`src/rtl/riscv_fetch_pkg.sv`:
```
// Shared types and constants for the instruction fetch front-end.
package riscv_fetch_pkg;

    // Fetch control states.
    typedef enum logic [1:0] {
        IDLE  = 2'b00,
        RUN   = 2'b01,
        FAULT = 2'b10
    } fetch_state_t;

    // One fetched instruction together with the address it came from.
    typedef struct packed {
        logic [31:0] pc;
        logic [31:0] instr;
    } fetch_entry_t;

    // Size of one instruction in bytes; the PC advances by this amount.
    localparam logic [31:0] INSTR_BYTES = 32'd4;

    // All-zero entry, presented on the queue head when nothing is held.
    localparam fetch_entry_t ENTRY_ZERO = '{pc: 32'h0000_0000, instr: 32'h0000_0000};

    // True when an address is not on an instruction boundary.
    function automatic logic is_misaligned(input logic [31:0] addr);
        return (addr[1:0] != 2'b00);
    endfunction

    // Next sequential PC, wrapping modulo 2^32.
    function automatic logic [31:0] next_pc(input logic [31:0] pc);
        return pc + INSTR_BYTES;
    endfunction

endpackage

```
`src/rtl/fetch_queue.sv`:
```
// Small synchronous FIFO of fetched instructions. Flush has priority over
// push and pop; a push into a full queue is accepted only when a pop
// frees the head slot on the same edge.
module fetch_queue
    import riscv_fetch_pkg::*;
#(
    parameter int QDEPTH = 2
) (
    input  logic                      clk,
    input  logic                      rst_n,
    input  logic                      push,
    input  logic                      pop,
    input  logic                      flush,
    input  fetch_entry_t              push_entry,
    output fetch_entry_t              head,
    output logic [$clog2(QDEPTH):0]   count
);

    localparam int PW = (QDEPTH > 1) ? $clog2(QDEPTH) : 1;
    localparam int CW = $clog2(QDEPTH) + 1;
    localparam logic [CW-1:0] DEPTH_C = CW'(QDEPTH);

    fetch_entry_t    mem_q [QDEPTH];
    logic [PW-1:0]   wr_ptr_q;
    logic [PW-1:0]   wr_ptr_d;
    logic [PW-1:0]   rd_ptr_q;
    logic [PW-1:0]   rd_ptr_d;
    logic [CW-1:0]   count_q;
    logic [CW-1:0]   count_d;
    logic            do_pop_s;
    logic            do_push_s;
    logic            wr_en_s;

    // Qualify requests: never pop an empty queue, never overfill.
    always_comb begin
        do_pop_s  = 1'b0;
        do_push_s = 1'b0;
        if (flush) begin
            do_pop_s  = 1'b0;
            do_push_s = 1'b0;
        end else begin
            do_pop_s  = pop && (count_q != {CW{1'b0}});
            do_push_s = push && ((count_q < DEPTH_C) || do_pop_s);
        end
    end

    // Next pointer and occupancy values; pointers wrap at QDEPTH (power of two).
    always_comb begin
        wr_ptr_d = wr_ptr_q;
        rd_ptr_d = rd_ptr_q;
        count_d  = count_q;
        wr_en_s  = 1'b0;
        if (flush) begin
            wr_ptr_d = {PW{1'b0}};
            rd_ptr_d = {PW{1'b0}};
            count_d  = {CW{1'b0}};
        end else begin
            if (do_push_s) begin
                wr_ptr_d = wr_ptr_q + PW'(1);
                wr_en_s  = 1'b1;
            end else begin
                wr_ptr_d = wr_ptr_q;
            end
            if (do_pop_s) begin
                rd_ptr_d = rd_ptr_q + PW'(1);
            end else begin
                rd_ptr_d = rd_ptr_q;
            end
            case ({do_push_s, do_pop_s})
                2'b10:   count_d = count_q + CW'(1);
                2'b01:   count_d = count_q - CW'(1);
                default: count_d = count_q;
            endcase
        end
    end

    // Pointer and occupancy registers.
    always_ff @(posedge clk or negedge rst_n) begin
        if (!rst_n) begin
            wr_ptr_q <= {PW{1'b0}};
            rd_ptr_q <= {PW{1'b0}};
            count_q  <= {CW{1'b0}};
        end else begin
            wr_ptr_q <= wr_ptr_d;
            rd_ptr_q <= rd_ptr_d;
            count_q  <= count_d;
        end
    end

    // Entry storage, written at the tail on an accepted push.
    always_ff @(posedge clk or negedge rst_n) begin
        if (!rst_n) begin
            for (int i = 0; i < QDEPTH; i++) begin
                mem_q[i] <= ENTRY_ZERO;
            end
        end else if (wr_en_s) begin
            mem_q[wr_ptr_q] <= push_entry;
        end
    end

    // Head reads as zero when the queue holds nothing.
    always_comb begin
        if (count_q != {CW{1'b0}}) begin
            head = mem_q[rd_ptr_q];
        end else begin
            head = ENTRY_ZERO;
        end
    end

    assign count = count_q;

endmodule

```
`src/rtl/instruction_fetch_unit.sv`:
```
// Sequential fetch front-end: owns the PC, reads the combinational
// instruction memory and queues {pc, instr} pairs for decode. Redirects
// replace the PC and flush the queue; a misaligned redirect parks the unit
// in a terminal fault state until reset.
module instruction_fetch_unit
    import riscv_fetch_pkg::*;
#(
    parameter logic [31:0] RESET_PC = 32'h0000_0000,
    parameter int          QDEPTH   = 2
) (
    input  logic                     clk,
    input  logic                     rst_n,
    input  logic                     fetch_en,
    output logic [31:0]              imem_addr,
    input  logic [31:0]              imem_instr,
    input  logic                     redirect_valid,
    input  logic [31:0]              redirect_pc,
    output logic                     if_valid,
    input  logic                     if_ready,
    output logic [31:0]              if_instr,
    output logic [31:0]              if_pc,
    output logic [$clog2(QDEPTH):0]  fq_count,
    output logic                     fetch_fault
);

    localparam int CW = $clog2(QDEPTH) + 1;
    localparam logic [CW-1:0] DEPTH_C = CW'(QDEPTH);

    fetch_state_t    state_q;
    fetch_state_t    state_d;
    logic [31:0]     pc_q;
    logic [31:0]     pc_d;
    logic            fault_q;
    logic            fault_d;

    logic            in_fault_s;
    logic            redirect_bad_s;
    logic            redirect_ok_s;
    logic            pop_s;
    logic            push_s;
    logic            flush_s;
    logic [CW-1:0]   q_count_s;
    fetch_entry_t    q_head_s;
    fetch_entry_t    push_entry_s;

    // Classify the current cycle's redirect and handshake events.
    always_comb begin
        in_fault_s     = (state_q == FAULT);
        redirect_bad_s = 1'b0;
        redirect_ok_s  = 1'b0;
        if (!in_fault_s && redirect_valid) begin
            redirect_bad_s = is_misaligned(redirect_pc);
            redirect_ok_s  = !is_misaligned(redirect_pc);
        end else begin
            redirect_bad_s = 1'b0;
            redirect_ok_s  = 1'b0;
        end
        // The head is only offered to decode outside the fault state.
        if_valid = !in_fault_s && (q_count_s != {CW{1'b0}});
        pop_s    = if_valid && if_ready;
        flush_s  = redirect_bad_s || redirect_ok_s;
        // A slot is available if the queue is not full or the head leaves now.
        if ((state_q == RUN) && !redirect_valid) begin
            push_s = (q_count_s < DEPTH_C) || pop_s;
        end else begin
            push_s = 1'b0;
        end
    end

    // Next-state, PC and fault-flag computation in priority order.
    always_comb begin
        state_d = state_q;
        pc_d    = pc_q;
        fault_d = fault_q;
        case (state_q)
            IDLE: begin
                if (redirect_bad_s) begin
                    state_d = FAULT;
                end else if (fetch_en) begin
                    state_d = RUN;
                end else begin
                    state_d = IDLE;
                end
            end
            RUN: begin
                if (redirect_bad_s) begin
                    state_d = FAULT;
                end else if (!fetch_en) begin
                    state_d = IDLE;
                end else begin
                    state_d = RUN;
                end
            end
            FAULT: begin
                state_d = FAULT;
            end
            default: begin
                // Unreachable encoding: fail safe into the terminal state.
                state_d = FAULT;
            end
        endcase

        if (in_fault_s || redirect_bad_s) begin
            pc_d = pc_q;
        end else if (redirect_ok_s) begin
            pc_d = redirect_pc;
        end else if (push_s) begin
            pc_d = next_pc(pc_q);
        end else begin
            pc_d = pc_q;
        end

        if (redirect_bad_s) begin
            fault_d = 1'b1;
        end else begin
            fault_d = fault_q;
        end
    end

    // Control state, PC and sticky fault registers.
    always_ff @(posedge clk or negedge rst_n) begin
        if (!rst_n) begin
            state_q <= IDLE;
            pc_q    <= RESET_PC;
            fault_q <= 1'b0;
        end else begin
            state_q <= state_d;
            pc_q    <= pc_d;
            fault_q <= fault_d;
        end
    end

    // Pair the current PC with the word the memory returns for it.
    always_comb begin
        push_entry_s.pc    = pc_q;
        push_entry_s.instr = imem_instr;
    end

    fetch_queue #(
        .QDEPTH (QDEPTH)
    ) u_fetch_queue (
        .clk        (clk),
        .rst_n      (rst_n),
        .push       (push_s),
        .pop        (pop_s),
        .flush      (flush_s),
        .push_entry (push_entry_s),
        .head       (q_head_s),
        .count      (q_count_s)
    );

    assign imem_addr   = pc_q;
    assign if_instr    = q_head_s.instr;
    assign if_pc       = q_head_s.pc;
    assign fq_count    = q_count_s;
    assign fetch_fault = fault_q;

endmodule

```
`config.mk`:
```
export PLATFORM = sky130hd
export DESIGN_NAME = instruction_fetch_unit
export DESIGN_NICKNAME = d
export VERILOG_FILES = /design/src/rtl/riscv_fetch_pkg.sv /design/src/rtl/fetch_queue.sv /design/src/rtl/instruction_fetch_unit.sv
export SDC_FILE = /design/constraint.sdc
export NUM_CORES = 1
export LEC_CHECK = 0
export BUFFER_PORTS_ARGS = -buffer_cell sky130_fd_sc_hd__buf_4
export CAP_MARGIN = 30
export CORE_ASPECT_RATIO = 2
export CORE_MARGIN = 4
export CORE_UTILIZATION = 49
export CTS_BUF_LIST = sky130_fd_sc_hd__clkbuf_8 sky130_fd_sc_hd__clkbuf_16
export DETAILED_ROUTE_END_ITERATION = 8
export HOLD_SLACK_MARGIN = 0.03
export PLACE_DENSITY = 0.85
export SYNTH_ARGS = -nofsm -noshare
export SYNTH_HDL_FRONTEND = slang
export SYNTH_SLANG_ARGS = --single-unit
```
`constraint.sdc`:
```
create_clock -name clk -period 1.8 [get_ports clk]
set_clock_uncertainty 0.05 [all_clocks]
set_input_delay 0.18 -clock clk [delete_from_list [all_inputs] [get_ports clk]]
set_output_delay 0.18 -clock clk [all_outputs]
set_load 0.02 [all_outputs]
```
==> summary.txt <==
Floorplanning
  • Core area: 0.01578 mm^2
  • I/O Pins: 169
  • Row cnt: 65
  • Initial Utilization: 50.00%
  • Die area: 0.01832 mm^2
  • Die width: 97.72 um
  • Die Y: 187.4 um

STA
  • Fin crit period: 1.978 ns
  • Setup violations, final: 111
  • Final worst-path cycle share: 109.9%
  • Final WS setup: -0.1780 ns
  • Unrepaired setup endpoints after global routing: true
  • Final hold violation count: 0
  • Slew @ Worst Pin: 0.4196 ns
  • Max Clk Rate: 505.6 MHz
  • Final slew viol count: 0
  • Slew margin rel.: 72.02%

Detailed routing
  • Vias per inst: 5.704
  • Starting DRT DRC Count: 400
  • DR WL/cell: 24.13 um
  • Drt first pass iters: 5
  • Vias: 6719
  • DRT Wirelength: 28.43 mm
  • Post-DRT Antenna Nets: 0
  • Drt drc: 0

Logic synthesis
  • Most used DFF post-synth: dfrtp_1
  • Cells after Synth: 652
  • Mux share of post-synthesis cell area: 26.65%
  • Main combinational cell family by area after synthesis: multiplexers
  • Netlist cell types: 41
  • Post-Synth XOR/XNOR Area: 2.665%
  • Synth Area in Simple Gates: 10.44%
  • Syn nets: 722
  • #FFs+latches synth: 167
  • Syn avg cell area: 12.10 um^2
  • Synth Area in Compound Gates: 3.426%
  • Post-Syn Area: 0.007889 mm^2
  • Async SR Flop Fraction: 100.0%
  • Yosys Warn Count: 0
  • Adder-cell share of the synthesized area: 0.1586%
  • Post-synth EDFFs: 0
  • Sequential area share after synthesis: 52.97%

Status
  • Failing checks: negative setup slack
  • Status: finished, violations left

Finish
  • Share of layout cells above drive strength 1: 53.48%
  • Synthesis-to-layout area growth: 61.24%
  • FF/Latch Area: 0.004189 mm^2
  • Fill cell count: 801
  • Most frequent cells in the layout: buf_4 (164), dfrtp_1 (161), mux2_2 (70)
  • Finished Core Util: 80.62%
  • Most common cell after layout, fill and taps aside: buf_4
  • Area of the multi-input gates: 0.004173 mm^2
  • Nets@finish: 1033

Worst setup path
  • Critical path launch point type: flop
  • Kind of end point of the critical path: output port
  • Crit path kind: reg -> out
  • Reg2Reg Capture Point: imem_addr[29]
  • Critical Path AT: 1.75 ns
  • Crit Path Max Fanout: 6
  • R2r setup slk: -0.14 ns
  • Critical Path RT: 1.57 ns
  • Reg-to-reg startpoint: state_q[1]
  • Reg2Reg Depth: 6

Pwr
  • Maximum vdd drop: 0.6867 mV
  • Pwr per Cell Area: 792.9 mW/mm^2
  • Final Total Pwr: 10.09 mW
  • Leak pwr: 5.888 nW

Placed design
  • Number of buffers added on ports: 168
  • GPL Wtd Cong: 0.9058
  • DP Wirelength: 14.32 mm

CTS
  • CTS buffer count: 17
  • H-tree lvl count: 4
  • Root buffer cell: clkbuf_16
  • CTS tree: built
  • Sink Count: 167
  • Max Root-Sink Buffers: 2
  • Clock slew at reported path FFs: 0.07 ns
  • Clk_lat worst skew: 0.42 ns

Global route
  • Initial antenna violation count: 1
  • First-pass GRT wire length: 37.31 mm
  • Grt ovf: 0
  • Largest net degree at the start of global routing: 61
  • Total track usage: 26.16%
  • Vias in the first global route: 7023

Run
  • Max_cap viols: 0

Worst hold path
  • Tightest Hold Check Type: in -> reg
  • Hold-critical path depth: 3
  • WHS Endpoint: fetch_fault
  • Min-delay src: redirect_pc[1]
## how the worst max path moves through the flow
stage                                 from                       to  slack, ns  cells past startpoint
floorplan                       state_q[1]  u_fetch_queue.mem_q[78]      -0.11                      5
global placement                state_q[1]            imem_addr[31]       0.06                      5
detailed placement              state_q[1]            imem_addr[31]     -0.003                      5
CTS                 u_fetch_queue.rd_ptr_q                 if_pc[7]      -0.14                      5
global route        u_fetch_queue.rd_ptr_q              if_instr[7]      -0.23                      5
finish              u_fetch_queue.rd_ptr_q             if_instr[22]      -0.18                      5
## Yosys cell counts (2+ instances only)
cell type  instances  area [um^2]
xnor2_1            5        43.79
nand4_1           11        68.82
dfrtp_1          167         4179
inv_1              6        22.52
buf_1              4        15.01
mux2i_1           66        660.6
mux2_2           118         1329
and2_1             3        18.77
nand2_1           15        56.30
nor4_1             2        12.51
mux2_1            10        112.6
nor2_1           102        382.9
or3_1              5        31.28
nand3_1           12        60.06
o22a_1             2        17.52
nand2b_1           2        12.51
xor2_1            19        166.4
a31oi_1            6        37.54
nor2b_1            4        25.02
and3_1             2        12.51
buf_6             14        157.7
and4_1             2        17.52
clkbuf_1          15        56.30
nor3_1             3        15.01
buf_2              8        40.04
a21oi_1           27        135.1
o21ai_0            8        40.04
## power breakdown
group / switching, mW / internal (mW)
Clock: 1.53 / 2.15
Combinational: 1.14 / 1.17
Sequential: 0.155 / 3.93
Total: 2.83 / 7.26
## cell type report
type / instances / area share (%)
tap: 201 / 1.977
multi-input combinational: 439 / 32.81
inverter: 6 / 0.1771
sequential: 167 / 32.93
clock buffer: 20 / 3.669
timing repair buffer: 332 / 27.41
antenna: 1 / 0.01967
clock inverter: 12 / 1.003
## cells by family after synthesis
family / after synthesis
mux: 194
simple gates: 171
flops: 167
compound gates: 48
buf+inv: 47
xor+xnor: 24
fa+ha+maj: 1
## flip-flops by register name (all words and copies together) (netlist names)
name                    count
u_fetch_queue.mem_q       128
u_fetch_queue.wr_ptr_q      1
state_q                     2
fetch_fault                 1
imem_addr                  32
u_fetch_queue.count         2
u_fetch_queue.rd_ptr_q      1
## routing by layer
metal	global-route usage [%]	wire length (um)	vias to the layer above
met3	3.397	1272	119
li1	-	-	2909
met5	0	0	-
met1	27.61	9776	3370
met4	16.37	1752	0
met2	48.10	15620	321
## worst max-delay path: stages (launching register included)
cell and delay [ns]:
dfrtp_4 0.52, buf_12 0.17, buf_16 0.15, mux2i_1 0.13, nor2_1 0.16, buf_4 0.19
## per-stage QoR
stage / TNS, ns / hold slack (ns) / setup slack [ns] / area (um^2) / std cells
final: -9.258 / 0.09001 / -0.1780 / 12720 / 1178
after global routing: -16.04 / 0.08032 / -0.2274 / 12720 / 1178
after CTS: -5.872 / 0.06353 / -0.1360 / 11600 / 1160
after detailed placement: -0.003352 / 0.07303 / -0.003352 / 9793 / 1040
after global placement: 0 / 0.06917 / 0.05583 / 9793 / 1040
after floorplan: -11.87 / -0.1656 / -0.1064 / 7908 / 652
## repair_timing
item | 4_1_cts | 5_1_grt
buffers inserted | 14 | 8
setup endpoints to repair | 68 | 126
cloned | 10 | 11
hold endpoints to repair | 147 | 0
hold buffers | 65 | 0
gates resized for setup | 45 | 230
pin swaps | 9 | 41
No activity file was read; power rests on OpenSTA's default activity.
